**config.mk**
```make
export PLATFORM = sky130hd
export DESIGN_NAME = keypad_scan_ctrl
export DESIGN_NICKNAME = d
export VERILOG_FILES = /design/src/rtl/keypad_scan_ctrl.sv
export SDC_FILE = /design/constraint.sdc
export NUM_CORES = 1
export LEC_CHECK = 0
export CAP_MARGIN = 10
export CORE_ASPECT_RATIO = 1.4
export CORE_MARGIN = 2
export CORE_UTILIZATION = 57
export CTS_CLUSTER_SIZE = 14
export DETAILED_ROUTE_END_ITERATION = 10
export PLACE_DENSITY_LB_ADDON = 0.3
export SLEW_MARGIN = 25
export SYNTH_ARGS = -nofsm -noshare
export SYNTH_HDL_FRONTEND = slang
export SYNTH_SLANG_ARGS = --single-unit
```
**constraint.sdc**
```tcl
create_clock -name clk -period 11.3 [get_ports clk]
set_input_delay 2.26 -clock clk [delete_from_list [all_inputs] [get_ports clk]]
set_output_delay 2.26 -clock clk [all_outputs]
set_load 0.02 [all_outputs]
```
**src/rtl/keypad_scan_ctrl.sv**
```systemverilog
// keypad_scan_ctrl: row-scan sequencer, debouncer and key-code FIFO for a 5x4 key matrix.
// Ports: clk, rst (sync, active-high), scan_en, k_col[3:0] (active-low sense lines),
//        k_row[4:0] (active-low drive), key_code[4:0], key_valid, key_rd,
//        key_down, multi_key, fifo_ovf (sticky).
module keypad_scan_ctrl #(
    parameter int ROWS         = 5,
    parameter int COLS         = 4,
    parameter int SETTLE_CYC   = 1000,
    parameter int STABLE_SCANS = 4,
    parameter int FIFO_DEPTH   = 4
) (
    input  logic       clk,
    input  logic       rst,
    input  logic       scan_en,
    input  logic [3:0] k_col,
    output logic [4:0] k_row,
    output logic [4:0] key_code,
    output logic       key_valid,
    input  logic       key_rd,
    output logic       key_down,
    output logic       multi_key,
    output logic       fifo_ovf
);

    localparam int NK  = ROWS * COLS;
    localparam int SW  = $clog2(SETTLE_CYC + 1);
    localparam int STW = $clog2(STABLE_SCANS + 1);
    localparam int PW  = $clog2(FIFO_DEPTH);
    localparam int CW  = $clog2(FIFO_DEPTH + 1);

    typedef enum logic [1:0] {
        IDLE,
        DRIVE,
        SAMPLE,
        EVAL
    } state_e;

    state_e          state_q, state_d;
    logic [2:0]      row_q, row_d;
    logic [SW-1:0]   settle_q, settle_d;
    logic [STW-1:0]  stable_q, stable_d;
    logic [NK-1:0]   img_q, img_d;
    logic [NK-1:0]   last_q, last_d;
    logic [NK-1:0]   acc_q, acc_d;
    logic [4:0]      k_row_q, k_row_d;
    logic            down_q, multi_q;

    logic            accept;
    logic            push;
    logic [4:0]      img_ones;
    logic [4:0]      push_code;

    logic [4:0]      mem_q [FIFO_DEPTH];
    logic [PW-1:0]   wp_q, rp_q;
    logic [CW-1:0]   cnt_q;
    logic            ovf_q;
    logic            empty, full, pop, wr;

    // Key count of the scanned image; the code is the bit index, which is
    // only used when exactly one bit is set.
    always_comb begin
        img_ones  = '0;
        push_code = '0;
        for (int i = 0; i < NK; i++) begin
            if (img_q[i]) begin
                img_ones  = img_ones + 5'd1;
                push_code = 5'(i);
            end
        end
    end

    always_comb begin
        state_d  = state_q;
        row_d    = row_q;
        settle_d = settle_q;
        stable_d = stable_q;
        img_d    = img_q;
        last_d   = last_q;
        acc_d    = acc_q;
        accept   = 1'b0;
        unique case (state_q)
            IDLE: begin
                if (scan_en) begin
                    state_d  = DRIVE;
                    row_d    = '0;
                    settle_d = '0;
                end
            end
            DRIVE: begin
                if (!scan_en) begin
                    state_d  = IDLE;
                    row_d    = '0;
                    settle_d = '0;
                end else if (settle_q == SW'(SETTLE_CYC - 1)) begin
                    state_d  = SAMPLE;
                    settle_d = '0;
                end else begin
                    settle_d = settle_q + 1'b1;
                end
            end
            SAMPLE: begin
                if (!scan_en) begin
                    state_d = IDLE;
                    row_d   = '0;
                end else begin
                    for (int r = 0; r < ROWS; r++) begin
                        if (row_q == 3'(r)) begin
                            img_d[r*COLS +: COLS] = ~k_col;
                        end
                    end
                    if (row_q == 3'(ROWS - 1)) begin
                        state_d = EVAL;
                    end else begin
                        row_d   = row_q + 1'b1;
                        state_d = DRIVE;
                    end
                end
            end
            EVAL: begin
                if (img_q != last_q) begin
                    last_d   = img_q;
                    stable_d = '0;
                end else if (stable_q != STW'(STABLE_SCANS)) begin
                    stable_d = stable_q + 1'b1;
                    // Only the step into saturation accepts.
                    accept   = (stable_q == STW'(STABLE_SCANS - 1));
                end
                if (accept) begin
                    acc_d = img_q;
                end
                state_d  = scan_en ? DRIVE : IDLE;
                row_d    = '0;
                settle_d = '0;
            end
            default: state_d = IDLE;
        endcase
    end

    assign push = accept && (img_ones == 5'd1) && ((img_q & ~acc_q) != '0);

    // Row drive follows the next state so k_row is valid in the same cycle
    // the FSM enters DRIVE, and stays asserted through SAMPLE.
    always_comb begin
        k_row_d = 5'b11111;
        if (state_d == DRIVE || state_d == SAMPLE) begin
            k_row_d = ~(5'b00001 << row_d);
        end
    end

    always_ff @(posedge clk) begin
        if (rst) begin
            state_q  <= IDLE;
            row_q    <= '0;
            settle_q <= '0;
            stable_q <= '0;
            img_q    <= '0;
            last_q   <= '0;
            acc_q    <= '0;
            k_row_q  <= 5'b11111;
            down_q   <= 1'b0;
            multi_q  <= 1'b0;
        end else begin
            state_q  <= state_d;
            row_q    <= row_d;
            settle_q <= settle_d;
            stable_q <= stable_d;
            img_q    <= img_d;
            last_q   <= last_d;
            acc_q    <= acc_d;
            k_row_q  <= k_row_d;
            if (accept) begin
                down_q  <= (img_q != '0);
                multi_q <= (img_ones > 5'd1);
            end
        end
    end

    assign empty = (cnt_q == '0);
    assign full  = (cnt_q == CW'(FIFO_DEPTH));
    assign pop   = key_rd && !empty;
    // When full, a same-cycle pop frees the slot the push lands in.
    assign wr    = push && (!full || pop);

    always_ff @(posedge clk) begin
        if (wr) begin
            mem_q[wp_q] <= push_code;
        end
    end

    always_ff @(posedge clk) begin
        if (rst) begin
            wp_q  <= '0;
            rp_q  <= '0;
            cnt_q <= '0;
            ovf_q <= 1'b0;
        end else begin
            if (wr) begin
                wp_q <= wp_q + 1'b1;
            end
            if (pop) begin
                rp_q <= rp_q + 1'b1;
            end
            if (push && !wr) begin
                ovf_q <= 1'b1;
            end
            if (wr && !pop) begin
                cnt_q <= cnt_q + 1'b1;
            end else if (!wr && pop) begin
                cnt_q <= cnt_q - 1'b1;
            end
        end
    end

    assign k_row     = k_row_q;
    assign key_valid = !empty;
    assign key_code  = empty ? 5'd0 : mem_q[rp_q];
    assign key_down  = down_q;
    assign multi_key = multi_q;
    assign fifo_ovf  = ovf_q;

endmodule
```
Yosys cells after proc, flatten, opt, wreduce, memory -nomap -nowiden
Memories as Yosys holds them, arrays and structs flattened. A register that Yosys moved wholly into a read port is not among the register bits.
Index checks and enable logic that the tools add are counted.
{ "word_totals": {"ff_bits": 93, "latch_bits": 0, "ramBits": 20, "mem_bits_ro": 0, "in_bits": 8, "out_inout_bits": 14, "wordCells": 167, "memories": 1} }
{ "op_classes": {"addsub": 26, "mul": 0, "div": 0, "order_cmp": 1, "eq_ne": 16, "shift": 1, "n_mux": 68, "n_bitwise": 5, "reduce_logical": 31} }
{ "memory_table": {"columns": ["name", "depth", "width", "rd", "rd_clocked_by_memory_dff", "wr", "line_no", "rtl"], "rows": [
  ["mem_q", 4, 5, 1, 1, 1, "53", "logic [4:0] mem_q [FIFO_DEPTH];"]
]} }
{ "ops": {"columns": ["operator", "n"], "rows": [
  ["5-bit 2-to-1 mux", 38],
  ["5-bit by 1-bit adder with 5-bit output (second input constant)", 19],
  ["20-bit nonzero test", 2],
  ["10-bit 2-to-1 mux", 3],
  ["10-bit one-hot mux with 3 select lines", 1],
  ["3-bit 2-to-1 mux", 8],
  ["20-bit AND", 1],
  ["20-bit inequality test", 1],
  ["20-bit inverter", 1],
  ["3-bit AND reduction", 5],
  ["2-bit 2-to-1 mux", 7],
  ["3-bit one-hot mux with 4 select lines", 1],
  ["10-bit by 1-bit adder with 10-bit output (second input constant)", 1],
  ["10-bit equality test (second input constant)", 1],
  ["3-bit by 1-bit adder with 3-bit output (second input constant)", 3],
  ["3-bit by 2-bit equality test with 1-bit output (second input constant)", 3],
  ["1-bit 2-to-1 mux", 9],
  ["2-bit one-hot mux with 4 select lines", 1],
  ["2-bit AND reduction", 4],
  ["1-bit logical AND", 7],
  ["2-bit equality test (second input constant)", 3],
  ["3-bit equality test (second input constant)", 2],
  ["3-bit zero test", 2],
  ["5-bit by 1-bit equality test with 1-bit output (second input constant)", 1],
  ["other kinds (17)", 24]
]} }

Logic depth before layout (Yosys ltp)
{ "logic_depth": {"word_depth": 47, "depth_mapped": 70, "ltp_nobuf": 69} }

Worst setup path after synthesis
No wires, ideal clock.
{ "synth_timing": {"kind": "reg-to-reg", "start": "register img_q[0]", "end": "register cnt_q[2]", "setup_ns": 0.070, "arrival_time_ns": 11.347, "required_ns": 11.230, "setup_slack_ns": -0.117, "path_stages_with_launch": 70, "path_buffers": 1, "period_less_slack_ns": 11.417, "path_cell_list": "dfxtp_1 -> inv_1 -> ha_1 -> buf_6 -> xnor2_2 -> inv_1 -> ha_1 -> xor3_1 -> o32ai_1 -> a21o_1 -> ha_1 -> nand2b_1 -> a311o_1 -> xnor2_1 -> o21ai_2 -> inv_1 -> ha_1 -> nand2_1 -> [34 not listed] -> o21ai_0 -> ha_1 -> xnor2_1 -> nor3_1 -> a21oi_1 -> o21a_1 -> ha_1 -> nand2b_1 -> o22ai_1 -> mux2i_1 -> or3_1 -> nor2_1 -> ha_1 -> inv_1 -> fa_1 -> xor2_1 -> or3_1 -> a21oi_1"} }
{ "synth_via": {"elab_chain_len": 46, "elab_cells_between_ends": 54, "cone_classes": "add/sub (19); eq/ne (2); mux (24); bitwise (1); reduce/logical (8)"} }
{ "synth_rtl": {"columns": ["item", "line_no", "rtl"], "rows": [
  ["start: declaration", "42", "logic [NK-1:0] img_q, img_d;"],
  ["start signal: assignment", "167", "img_q <= img_d;"],
  ["1-bit 2-to-1 mux", "65", "if (img_q[i]) begin"],
  ["5-bit by 1-bit adder with 5-bit output", "66", "img_ones = img_ones + 5'd1;"],
  ["5-bit 2-to-1 mux", "65", null],
  ["5-bit by 1-bit adder with 5-bit output", "66", null],
  ["5-bit 2-to-1 mux", "65", null],
  ["5-bit by 1-bit adder with 5-bit output", "66", null],
  ["5-bit 2-to-1 mux", "65", null],
  ["5-bit by 1-bit adder with 5-bit output", "66", null],
  ["[31 not listed]", null, null],
  ["5-bit by 1-bit equality test with 1-bit output", "139", "assign push = accept && (img_ones == 5'd1) && ((img_q & ~acc_q) != '0);"],
  ["1-bit logical AND", "139", null],
  ["1-bit logical AND *", "139", null],
  ["1-bit logical AND *", "182", "assign wr = push && (!full || pop);"],
  ["net wr", "57", "logic empty, full, pop, wr;"],
  ["1-bit zero test", "208", "end else if (!wr && pop) begin"],
  ["1-bit logical AND", "208", null],
  ["2-bit nonzero test (no source line)", null, null],
  ["end signal: assignment", "207", "cnt_q <= cnt_q + 1'b1;"],
  ["end signal: assignment", "209", "cnt_q <= cnt_q - 1'b1;"],
  ["end: declaration", "55", "logic [CW-1:0] cnt_q;"]
]} }
The timed path passes the listed nets; every way through them passes the cells marked *. The select of a mux whose other input is x is not followed.
A chain may end at the register's enable or synchronous reset.

Worst setup path in the final report
Same ends and word-level chain as after synthesis.

==> metrics.txt <==
Final Hold Viols 0; Vias ~6,700; PD cells 118 mW/mm2; largest family of logic cells by synthesized area simple AND/OR/NAND/NOR gates; # setup viols final 0; Rel. slew slack 38.7%; layout cell share with drive strength beyond 1 17.9%; critical path endpoint category register; nets 995; Avg WL per Cell approximately 16 um; most frequent cells in the layout 101 x nor2_1, 94 x nand2_1, 92 x dfxtp_1; Worst-Margin Slew 0.919 ns; chip height 143 um; Via density 5.84; # port buffers 21; Min-Delay Path Class register to register; xor/xnor share of the synthesized area approximately 15%; number of synthesized flops with an enable pin 20; pre-CTS setup slack -0.430 ns; clk buf depth 2; Worst EP arrival ~12 ns; htree depth 4; vias in the first global route 6,539; standard-cell row count 50; commonest non-fill, non-tap cell in the layout nor2_1; syn_nets 968; upper clock frequency limit ~0.089 GHz; GRT Total Usage approximately a quarter; final wirelength 18,800 um; first-pass GRT wire length a little over 30,000 um; Post-Syn Area around 0.0079 mm2; setup ws final between 0.07 and 0.08 ns; fin crit period about 11 ns; Post-CTS Hold Fix Bufs 0; Tcrit/Tclk final 99.3%; full die area 0.0148 mm2; simple-gate area share of the yosys netlist 20.8%; Clock transition at path regs 0.06 ns; Setup TNS 0 ns; RSZ-0062 raised after global routing true; initial antenna violation count 0; Synth Area in Compound Gates 16.7%; Seq cells post-synth 115; Crit path largest cell delay 0.38 ns; asr flop ratio synth 0%; Synth Flop Type dfxtp_1; final instance area 0.00935 mm2; Post-Synthesis Cells 925; Syn Area/Cell between 8 and 9 um2; skew final 0.00715 ns; Antenna Cells 0; DP Area 0.00836 mm2; Residual DRC 0; Ports 22; required time worst endpoint around 12 ns; CTS root buffer clkbuf_16; placer congestion estimate 0.921; Max-cap violations 0; VDD IR max around 0.16 mV; Cell variety after synth 89; sequential area share after synthesis a little under a third; DRT iter0 DRCs 349; Fillers a little under 1,000; largest net degree at the start of global routing just over 80; Routed Antenna Nets 0; multiplexer share of the synthesized area between 5 and 6%; TritonCTS clock tree done; CTS Buf Count 17; post-DP HPWL 13,000 um; outcome complete, no violations; critical path startpoint category register; kind of critical path register to register; # clock sinks between 100 and 150; drt first pass iters 5; initial core utilization 58.7%; Area Growth Syn to Fin 18.5%; Leak 3.55 nW; Slew Limit Fails 0; CP Max Fanout 5; GR Overflow Total 0; Synth Area in Adders 5.65%; Syn. warnings 0; Crit-path slowest cell xor3_1; clk_lat worst skew around 0.41 ns; DIE WIDTH 103 um; core area 0.0135 mm2
==> critical path: cells and delay by family (launching register included) <==
kind / cells / cell delay, ns
compound gates: 23 / 3.18
mux: 1 / 0.10
simple gates: 16 / 2.32
fa+ha+maj: 12 / 3.31
xor+xnor: 9 / 1.60
buf+inv: 5 / 0.29
flops: 1 / 0.33
==> power by group <==
group,switching [W],internal [W]
clock,0.000206,0.000344
sequential,0.0000140,0.000426
combinational,0.0000594,0.0000535
total,0.000279,0.000823
==> kinds of logic (layout without fill, tap and decap cells) <==
| kind of cell | Yosys count | count (layout) |
|---|---|---|
| and+or+nand+nor | 340 | 340 |
| buffers and inverters | 97 | 137 |
| AOI/OAI and AO/OA | 200 | 200 |
| DFF | 115 | 115 |
| adders and majority gates | 35 | 35 |
| xor gates and xnor gates | 100 | 100 |
| muxes | 38 | 38 |
==> state kept, by name, indices dropped and copies added (netlist names), 3 cells and up, named ones only <==
name,count
last_q,20
k_row,5
settle_q,10
cnt_q,3
stable_q,3
mem_q,20
row_q,3
img_q,20
acc_q,20
==> routing by layer <==
| metal | up-vias | routed length (um) | share of wire [%] | GRT usage, % |
|---|---|---|---|---|
| li1 | 3310 | - | - | - |
| met1 | 3198 | 7450 | 40 | 29.0 |
| met2 | 158 | 10200 | 54 | 48.0 |
| met3 | 34 | 774 | 4.1 | 5.82 |
| met4 | 0 | 388 | 2.1 | 8.93 |
| met5 | - | 0 | 0 | 0 |
==> cell usage after synthesis, drive strengths merged (3+ instances only) <==
cell type	n	area, um2
nor2	105	394
nand2	98	370
dfxtp	95	1900
a21oi	60	300
xnor2	51	526
clkbuf	47	176
inv	40	150
xor2	40	418
ha	34	425
mux2i	31	314
nand3	31	160
o21ai	30	154
a211oi	26	200
edfxtp	20	601
o22ai	18	113
nor3	17	100
and2	14	87.6
nand2b	13	81.3
a21o	9	67.6
buf	9	45.0
nor2b	9	58.8
nor4	9	56.3
and3	8	50.1
o211ai	8	60.1
nand4	7	43.8
o31ai	7	52.6
xnor3	7	161
a31oi	6	37.5
nor3b	6	45.0
or3	6	42.5
mux4	5	113
a22oi	4	35.0
a41oi	4	42.6
nand3b	4	30.0
or2	4	25.0
o211a	3	30.0
o21a	3	22.5
o31a	3	26.3
==> stage by stage <==
step / util (%) / std cells / power, W / hold slack, ns
after global routing: 69.5 / 1147 / 0.00114 / 0.469
after global placement: 62.2 / 1105 / 0.000550 / 0.434
after floorplan: - / 925 / 0.000516 / 0.432
after detailed placement: 62.2 / 1105 / 0.000555 / 0.439
final: 69.5 / 1147 / 0.00110 / 0.446
after CTS: 67.6 / 1141 / 0.00110 / 0.449
==> cell type report <==
class / count / area, um2 / share of cell area, %
tap: 182 / 228 / 2.44
timing repair buffer: 64 / 528 / 5.65
clock buffer: 18 / 450 / 4.82
multi-input combinational: 713 / 5320 / 56.9
clock inverter: 14 / 168 / 1.79
inverter: 41 / 154 / 1.65
sequential: 115 / 2510 / 26.8
==> final timing paths <==
kind	to	startpoint	depth (start not counted)	slack (ns)
max	cnt_q[2]$_SDFFE_PP0P_	img_q[0]$_SDFFE_PP0P_	66	0.08
min	fifo_ovf$_SDFFE_PP0P_	fifo_ovf$_SDFFE_PP0P_	2	0.45
max reg2reg	cnt_q[2]$_SDFFE_PP0P_	img_q[0]$_SDFFE_PP0P_	66	0.08
min reg2reg	fifo_ovf$_SDFFE_PP0P_	fifo_ovf$_SDFFE_PP0P_	2	0.45
==> repair_timing <==
action | in CTS | in global routing
pin swaps | 9 | 34
gates cloned | 0 | 0
gates resized for setup | 15 | 51
setup endpoints to repair | 2 | 25
setup buffers | 4 | 6
Power figures use the tool's default switching activity.
